### config.mk
export PLATFORM = sky130hd
export DESIGN_NAME = instr_fetch
export DESIGN_NICKNAME = d
export VERILOG_FILES = /design/src/rtl/instr_fetch.sv
export SDC_FILE = /design/constraint.sdc
export NUM_CORES = 1
export LEC_CHECK = 0
export BUFFER_PORTS_ARGS = -buffer_cell sky130_fd_sc_hd__buf_2
export CORE_ASPECT_RATIO = 0.8
export CORE_MARGIN = 4
export CORE_UTILIZATION = 57
export DETAILED_ROUTE_END_ITERATION = 7
export HOLD_SLACK_MARGIN = 0.12
export PLACE_DENSITY = 0.85
export SLEW_MARGIN = 20
export SYNTH_ARGS = -nofsm -noshare
export SYNTH_HDL_FRONTEND = slang
export SYNTH_SLANG_ARGS = --single-unit
### constraint.sdc
create_clock -name clk -period 6 [get_ports clk]
set_input_delay 0.9 -clock clk [delete_from_list [all_inputs] [get_ports clk]]
set_output_delay 0.9 -clock clk [all_outputs]
set_load 0.1 [all_outputs]
### src/rtl/instr_fetch.sv
// Instruction fetch stage: issues one outstanding imem read at a time and
// buffers each returned word with its PC in a small FIFO for decode.
module instr_fetch #(
  parameter int              XLEN       = 32,
  parameter int              FIFO_DEPTH = 2,
  parameter logic [XLEN-1:0] NOP_WORD   = XLEN'(32'h00000013)
) (
  input  logic            clk,
  input  logic            reset,
  input  logic [XLEN-1:0] pc_in,
  output logic            pc_accept,
  input  logic            flush,
  output logic            imem_req_valid,
  input  logic            imem_req_ready,
  output logic [XLEN-1:0] imem_req_addr,
  input  logic            imem_rsp_valid,
  input  logic [XLEN-1:0] imem_rsp_data,
  input  logic            imem_rsp_err,
  output logic            if_valid,
  input  logic            if_ready,
  output logic [XLEN-1:0] if_instr,
  output logic [XLEN-1:0] if_pc,
  output logic            if_fault,
  output logic [1:0]      o_dbg_state
);

  localparam int PW = (FIFO_DEPTH > 1) ? $clog2(FIFO_DEPTH) : 1;
  localparam int CW = $clog2(FIFO_DEPTH) + 1;
  localparam logic [CW-1:0] DEPTH_C = CW'(FIFO_DEPTH);

  typedef enum logic [1:0] {
    S_IDLE = 2'd0,
    S_REQ  = 2'd1,
    S_WAIT = 2'd2
  } state_t;

  state_t          r_state;
  logic [CW-1:0]   r_count;
  logic [PW-1:0]   r_wr_ptr;
  logic [PW-1:0]   r_rd_ptr;
  logic            r_squash;
  logic [XLEN-1:0] r_req_pc;

  logic [XLEN-1:0] r_buf_pc    [FIFO_DEPTH];
  logic [XLEN-1:0] r_buf_instr [FIFO_DEPTH];
  logic            r_buf_fault [FIFO_DEPTH];

  logic            w_hs;
  logic            w_enq;
  logic            w_deq;
  logic [CW-1:0]   w_count_next;

  // Request channel: valid/ready, a transfer happens on the cycle both are high;
  // valid and address hold steady from assertion until that cycle.
  assign w_hs         = (r_state == S_REQ) && imem_req_ready;
  assign w_enq        = (r_state == S_WAIT) && imem_rsp_valid && !r_squash && !flush;
  assign w_deq        = if_valid && if_ready && !flush;
  assign w_count_next = r_count + CW'(w_enq) - CW'(w_deq);

  assign imem_req_valid = (r_state == S_REQ);
  assign imem_req_addr  = r_req_pc;
  assign pc_accept      = w_hs && !r_squash && !flush;
  assign o_dbg_state    = r_state;

  assign if_valid = (r_count != '0);
  assign if_instr = if_valid ? r_buf_instr[r_rd_ptr] : '0;
  assign if_pc    = if_valid ? r_buf_pc[r_rd_ptr]    : '0;
  assign if_fault = if_valid ? r_buf_fault[r_rd_ptr] : 1'b0;

  always_ff @(posedge clk) begin
    if (w_enq) begin
      r_buf_pc[r_wr_ptr]    <= r_req_pc;
      r_buf_instr[r_wr_ptr] <= imem_rsp_err ? NOP_WORD : imem_rsp_data;
      r_buf_fault[r_wr_ptr] <= imem_rsp_err;
    end
  end

  always_ff @(posedge clk or negedge reset) begin
    if (!reset) begin
      r_state  <= S_IDLE;
      r_count  <= '0;
      r_wr_ptr <= '0;
      r_rd_ptr <= '0;
      r_squash <= 1'b0;
      r_req_pc <= '0;
    end else begin
      if (flush) begin
        r_count  <= '0;
        r_wr_ptr <= '0;
        r_rd_ptr <= '0;
      end else begin
        r_count <= w_count_next;
        if (w_enq) r_wr_ptr <= r_wr_ptr + PW'(1);
        if (w_deq) r_rd_ptr <= r_rd_ptr + PW'(1);
      end

      // Only one read is ever outstanding, so issuing with a free slot reserves it.
      case (r_state)
        S_IDLE: begin
          if (!flush && (r_count < DEPTH_C)) begin
            r_req_pc <= pc_in;
            r_state  <= S_REQ;
          end
        end
        S_REQ: begin
          if (flush) r_squash <= 1'b1;
          if (imem_req_ready) r_state <= S_WAIT;
        end
        S_WAIT: begin
          if (imem_rsp_valid) begin
            if (r_squash || flush) begin
              r_squash <= 1'b0;
              r_state  <= S_IDLE;
            end else if (w_count_next < DEPTH_C) begin
              r_req_pc <= pc_in;
              r_state  <= S_REQ;
            end else begin
              r_state <= S_IDLE;
            end
          end else if (flush) begin
            r_squash <= 1'b1;
          end
        end
        default: r_state <= S_IDLE;
      endcase
    end
  end

endmodule

* Word-level counts from Yosys, hierarchy flattened
Memory sizes are Yosys's and may differ from the RTL's.
Index checks and enable logic that the tools add are counted.
** Word-level totals
- Memories kept :: 3
- Register bits after elaboration :: 39
- Bits of input ports :: 71
- Output and inout bits :: 102
- RAM bits :: 130
** Memories
- r_buf_instr :: depth 2, width 32, read ports 1, clocked after Yosys merged registers in 0, wr ports 1, line 45 : logic [XLEN-1:0] r_buf_instr [FIFO_DEPTH];
- r_buf_pc :: depth 2, width 32, read ports 1, clocked after Yosys merged registers in 0, wr ports 1, line 44 : logic [XLEN-1:0] r_buf_pc [FIFO_DEPTH];
- r_buf_fault :: depth 2, width 1, read ports 1, clocked after Yosys merged registers in 0, wr ports 1, line 46 : logic r_buf_fault [FIFO_DEPTH];
** Cells by class
- $lt $le $gt $ge :: 2
- Reductions and logical operators :: 21
- Equality and inequality tests :: 8
- Muxes and demuxes :: 26
- $add $sub $neg :: 4
** Operator list (number)
- $mux 32 :: 7
- $pmux 32 s2 :: 1
- $mux 1 :: 12
- $reduce_bool 2->1 :: 5
- $logic_and 1x1->1 :: 9
- $mux 2 :: 4
- $ne 2x2->1 const B :: 3
- $pmux 2 s3 :: 1
- $reduce_and 5->1 :: 1
- $lt 2x2->1 const B :: 2
- $ne 2x1->1 const B :: 2
- $ne 3x2->1 const B :: 1
- $reduce_and 3->1 :: 1
- $add 1x1->1 const B :: 2
- $add 2x1->2 :: 1
- $eq 2x1->1 const B :: 1
- $eq 2x2->1 const B :: 1
- $logic_not 1->1 :: 2
- $logic_not 2->1 :: 1
- $pmux 1 s2 :: 1
- $reduce_and 2->1 :: 1
- $sub 2x1->2 :: 1
- $logic_or 1x1->1 :: 1

* Depth between registers and ports, before layout
- Word-level depth :: 11
- Depth in mapped cells :: 12

* Least setup slack after synthesis
No wires, ideal clock.
- Kind :: reg2reg
- Start :: register r_state[1] (netlist: o_dbg_state[1])
- End :: memory r_buf_fault[0] (enable)
- Path buffers :: 0
- Setup time :: 0.489 ns
- Data arrival time :: 4.239 ns
- Data required time :: 5.511 ns
- Stages on the path, launching flop included :: 4
- Slack :: 1.273 ns
- Cells stage by stage :: dfrtp_1 -> ha_1 -> nand3_1 -> nor2_1
** Between the ends
- Longest elaborated chain between the ends :: 6
** Ends and longest elaborated chain
- from (decl) :: line 37 : state_t r_state;
- from (signal assigned) :: line 80 : r_state <= S_IDLE;
- from (signal assigned) :: line 102 : r_state <= S_REQ;
- from (signal assigned) :: line 107 : if (imem_req_ready) r_state <= S_WAIT;
- $eq 2x2->1 :: line 56 : assign w_enq = (r_state == S_WAIT) && imem_rsp_valid && !r_squash && !flush;
- $logic_and 1x1->1 (3 in a row) :: line 56
- $mux 1 :: line 71 : if (w_enq) begin
- $mux 1 (implied by the code) :: line 74 : r_buf_fault[r_wr_ptr] <= imem_rsp_err;
- to (decl) :: line 46
No other way between the ends.

* Final worst setup path
- Start :: input flush
- End :: register r_req_pc[6] (netlist: imem_req_addr[6])
** Between the ends
- Longest elaborated chain between the ends :: 7
- Elaborated cells on any way between the ends :: 12
- Those cells by class :: add/sub (2); order compare (1); eq/ne (3); reduce/logical (6)
** Ends and longest elaborated chain
- from (decl) :: line 12 : input logic flush,
- $logic_not 1->1 :: line 56, 57, 100
- $logic_and 1x1->1 :: line 56
- $add 2x1->2 :: line 58 : assign w_count_next = r_count + CW'(w_enq) - CW'(w_deq);
- $sub 2x1->2 :: line 58
- $lt 2x2->1 :: line 114 : end else if (w_count_next < DEPTH_C) begin
- $ne 2x1->1 (no source line)
- $reduce_and 5->1 (no source line) (*)
- to (signal assigned) :: line 101 : r_req_pc <= pc_in;
- to (signal assigned) :: line 115 : r_req_pc <= pc_in;
- to (decl) :: line 42 : logic [XLEN-1:0] r_req_pc;
Mark *: on every way between the ends. The rest lies on a longest branch, timed or not.
A chain may end at the register's enable or synchronous reset.

==> flow_summary_export.csv <==
group,metric,value,unit
status,outcome,"complete, no violations",
cts,cts_resized,0,
worst_hold_path,hp-class,"reg -> reg",
cts,tritoncts,"yes",
route,drt_iter0_drc,253,
cells_and_area,nNetsFinal,678,
synthesis,synth_ff_type,"edfxtp_1",
setup_path,crit_top_cell,"ha_1",
synthesis,synthArstFlopShare,0.231,
cts,cts_sinks,169,
die,dieArea,13600,µm²
setup_path,max_stage_delay,0.83,ns
sta,fmax,0.288,GHz
synthesis,synth_seq_cells,169,
global_routing,grt_first_pass_wirelength,21200,µm
placement,dpl.hpwl,8950,µm
route,route.detailed.drc,0,
setup_path,worstSetupStartpoint,"flush",
setup_path,arrival,3.76,ns
route,num_vias,4044,
setup_path,crit_type,"in -> reg",
synthesis,netlist.area_leader.share,0.579,
die,die_x,130,µm
setup_path,timing.rr.start,"o_dbg_state[0]$_DFFE_PN0P_",
sta,rsz0062_at_grt,"false",
cts,clk_pin_slew,0.06,ns
power_and_ir_drop,powerDensity,512,nW/µm²
setup_path,crit_fanout,32,
sta,setup_viol,0,
sta,post-route-period-util,0.578,
cts,clock_latency,0.42,ns
synthesis,synth_edf_count,130,
die,start_util,0.585,
global_routing,antenna_found_initial,3,
cells_and_area,syn_to_final_growth,23.6,%
synthesis,netlist_area,6740,µm²
global_routing,grt_max_degree,67,
cells_and_area,layout-drive-gt1-share,0.404,
cts,cts_htree_levels,4,
power_and_ir_drop,irDropWorstVdd,678,µV
sta,final.setup.tns,0,ns
route,wl_per_cell,17.9,µm
cts,numCtsBuffers,17,
route,drt_pre_antenna_iters,4,
cts,clockRootBuffer,"clkbuf_16",
sta,tightestPinTransition,1.04,ns
setup_path,cp.required,6.30,ns
setup_path,crit_family,"compound AO/OA/AOI/OAI gates",
synthesis,synth_area_leaders,"edfxtp_1 (58%), dfrtp_1 (14%), mux2i_1 (9.7%), mux2_2 (5.2%), nor2_1 (4.1%)",
cts,postCtsSetupRepairBufs,0,
route,postRouteWirelength,13600,µm
setup_path,cp_slowest_cell,"a21oi_4",
placement,portBuffers,172,
sta,hold_viol,0,
synthesis,yosysSeqAreaShare,0.724,
synthesis,synth_top_area_cell,"edfxtp_1",
cts,cts_hold_buf,0,
route,final_antenna_net_count,0,
setup_path,crit_chain,"buf_2 > nor2_1 > nand3_1 > ha_1 > inv_1 > ha_1 > xnor3_1 > nand2_1 > a21oi_4 > mux2_2",
cts,cts_buffer_depth,2,
die,core_area,11500,µm²
die,core.rowCount,35,
power_and_ir_drop,power.leakage,0.00330,µW
route,vias_per_cell,5.31,
placement,gp_congestion,0.827,
sta,min_period,3.47,ns
cells_and_area,diodes,0,
placement,pre_cts_ws,2.09,ns
setup_path,critPathBufInv,2,
die,die_h,105,µm
synthesis,synth.distinct_cells,28,
synthesis,syn_nets,504,
flow_run,maxCapViolations,0,
global_routing,grt_usage,0.206,
synthesis,yosysWarnings,0,
synthesis,syn_avg_cell_area,15.8,µm²
synthesis,synth_cells,427,
global_routing,overflow,0,
synthesis,ys_top_cells_by_count,"edfxtp_1 (130), nor2_1 (73), mux2i_1 (65)",
worst_hold_path,holdCritStartpoint,"imem_req_addr[29]$_DFFE_PN0P_",
global_routing,first_global_vias,4174,
sta,slew_viol_final,0,
setup_path,crit_path_start_kind,"primary input",
die,io-pin-count,173,
synthesis,synth_most_common_cell,"edfxtp_1",
setup_path,endpoint_kind,"flop",
sta,slew_headroom,0.306,
sta,setup_ws,2.53,ns
sta,fin_worst_skew,0.0113,ns
-- metal layers --
layer,track usage,part of all wire,vias to the layer above
met4,0.0757,0.014,6
met5,0,0.0021,-
li1,-,-,1889
met2,0.345,0.49,165
met3,0.0719,0.094,24
met1,0.247,0.40,1960
-- path summary, 6_finish.rpt --
path	end	slack, ns	cells after the start
min in group asynchronous	imem_req_addr[21]$_DFFE_PN0P_	0.60	1
max reg2reg	imem_req_addr[6]$_DFFE_PN0P_	2.54	10
min	r_buf_pc[0][29]$_DFFE_PP_	0.51	0
max in group asynchronous	r_rd_ptr$_DFFE_PN0P_	4.73	1
max	imem_req_addr[6]$_DFFE_PN0P_	2.53	10
min reg2reg	r_buf_pc[0][29]$_DFFE_PP_	0.51	0
-- placed cells by master (no fill, tap or decap), drive strengths merged, types with 2 or more instances in the layout --
cell type,synthesis,layout
buf,13,176
edfxtp,130,130
nor2,73,73
mux2i,65,65
dfrtp,39,39
mux2,32,32
nor2b,30,30
clkbuf,8,19
inv,5,9
ha,6,6
a21oi,5,5
clkinv,0,5
nand2,4,4
or2,3,3
o21ai,3,3
nand3,2,2
bufinv,0,2
clkinvlp,0,2
-- flip-flops by register name (all words and copies together), names as in the netlist --
register	cells
r_wr_ptr	1
imem_req_addr	32
r_squash	1
r_rd_ptr	1
r_count	2
r_buf_instr	64
r_buf_pc	64
o_dbg_state	2
r_buf_fault	2
-- where the power goes --
| group | switching (µW) | internal [µW] |
|---|---|---|
| combinational | 1270 | 323 |
| sequential | 143 | 1470 |
| clock | 437 | 628 |
-- through the flow --
step                 util  hold slack [ns]  power (µW)  cells  area (µm²)
global placement    0.671            0.476        3180    729        7720
floorplan               -            0.536        2960    427        6740
CTS                 0.721            0.507        4290    761        8310
detailed placement  0.671            0.487        3230    729        7720
global route        0.723            0.526        4400    762        8330
finish              0.723            0.507        4260    762        8330
-- cell type report --
| type | count | area [µm²] |
|---|---|---|
| Fill cell | 764 | 3190 |
| Tap cell | 148 | 185 |
| Timing Repair Buffer | 176 | 903 |
| Inverter | 5 | 18.8 |
| Clock buffer | 19 | 443 |
| Sequential cell | 169 | 4880 |
| Clock inverter | 13 | 144 |
| Multi-Input combinational cell | 232 | 1750 |
-- worst reg2reg max path, stage by stage (launching register included) --
cell and delay, ns:
dfrtp_1 0.42, inv_1 0.10, ha_1 0.31, nand3_1 0.27
ha_1 0.36, inv_1 0.04, ha_1 0.17, xnor3_1 0.26
nand2_1 0.11, a21oi_4 0.83, mux2_2 0.47
-- logic make-up (layout without fill, tap and decap cells) --
| kind of cell | Yosys count | after routing | share of synthesized area |
|---|---|---|---|
| flops | 169 | 169 | 0.724 |
| simple gates | 116 | 116 | 0.0793 |
| mux | 97 | 97 | 0.151 |
| buf+inv | 26 | 213 | 0.0191 |
| compound gates | 11 | 11 | 0.0110 |
| fa+ha+maj | 6 | 6 | 0.0111 |
| xor+xnor | 2 | 2 | 0.00464 |
Power figures use the tool's default switching activity.
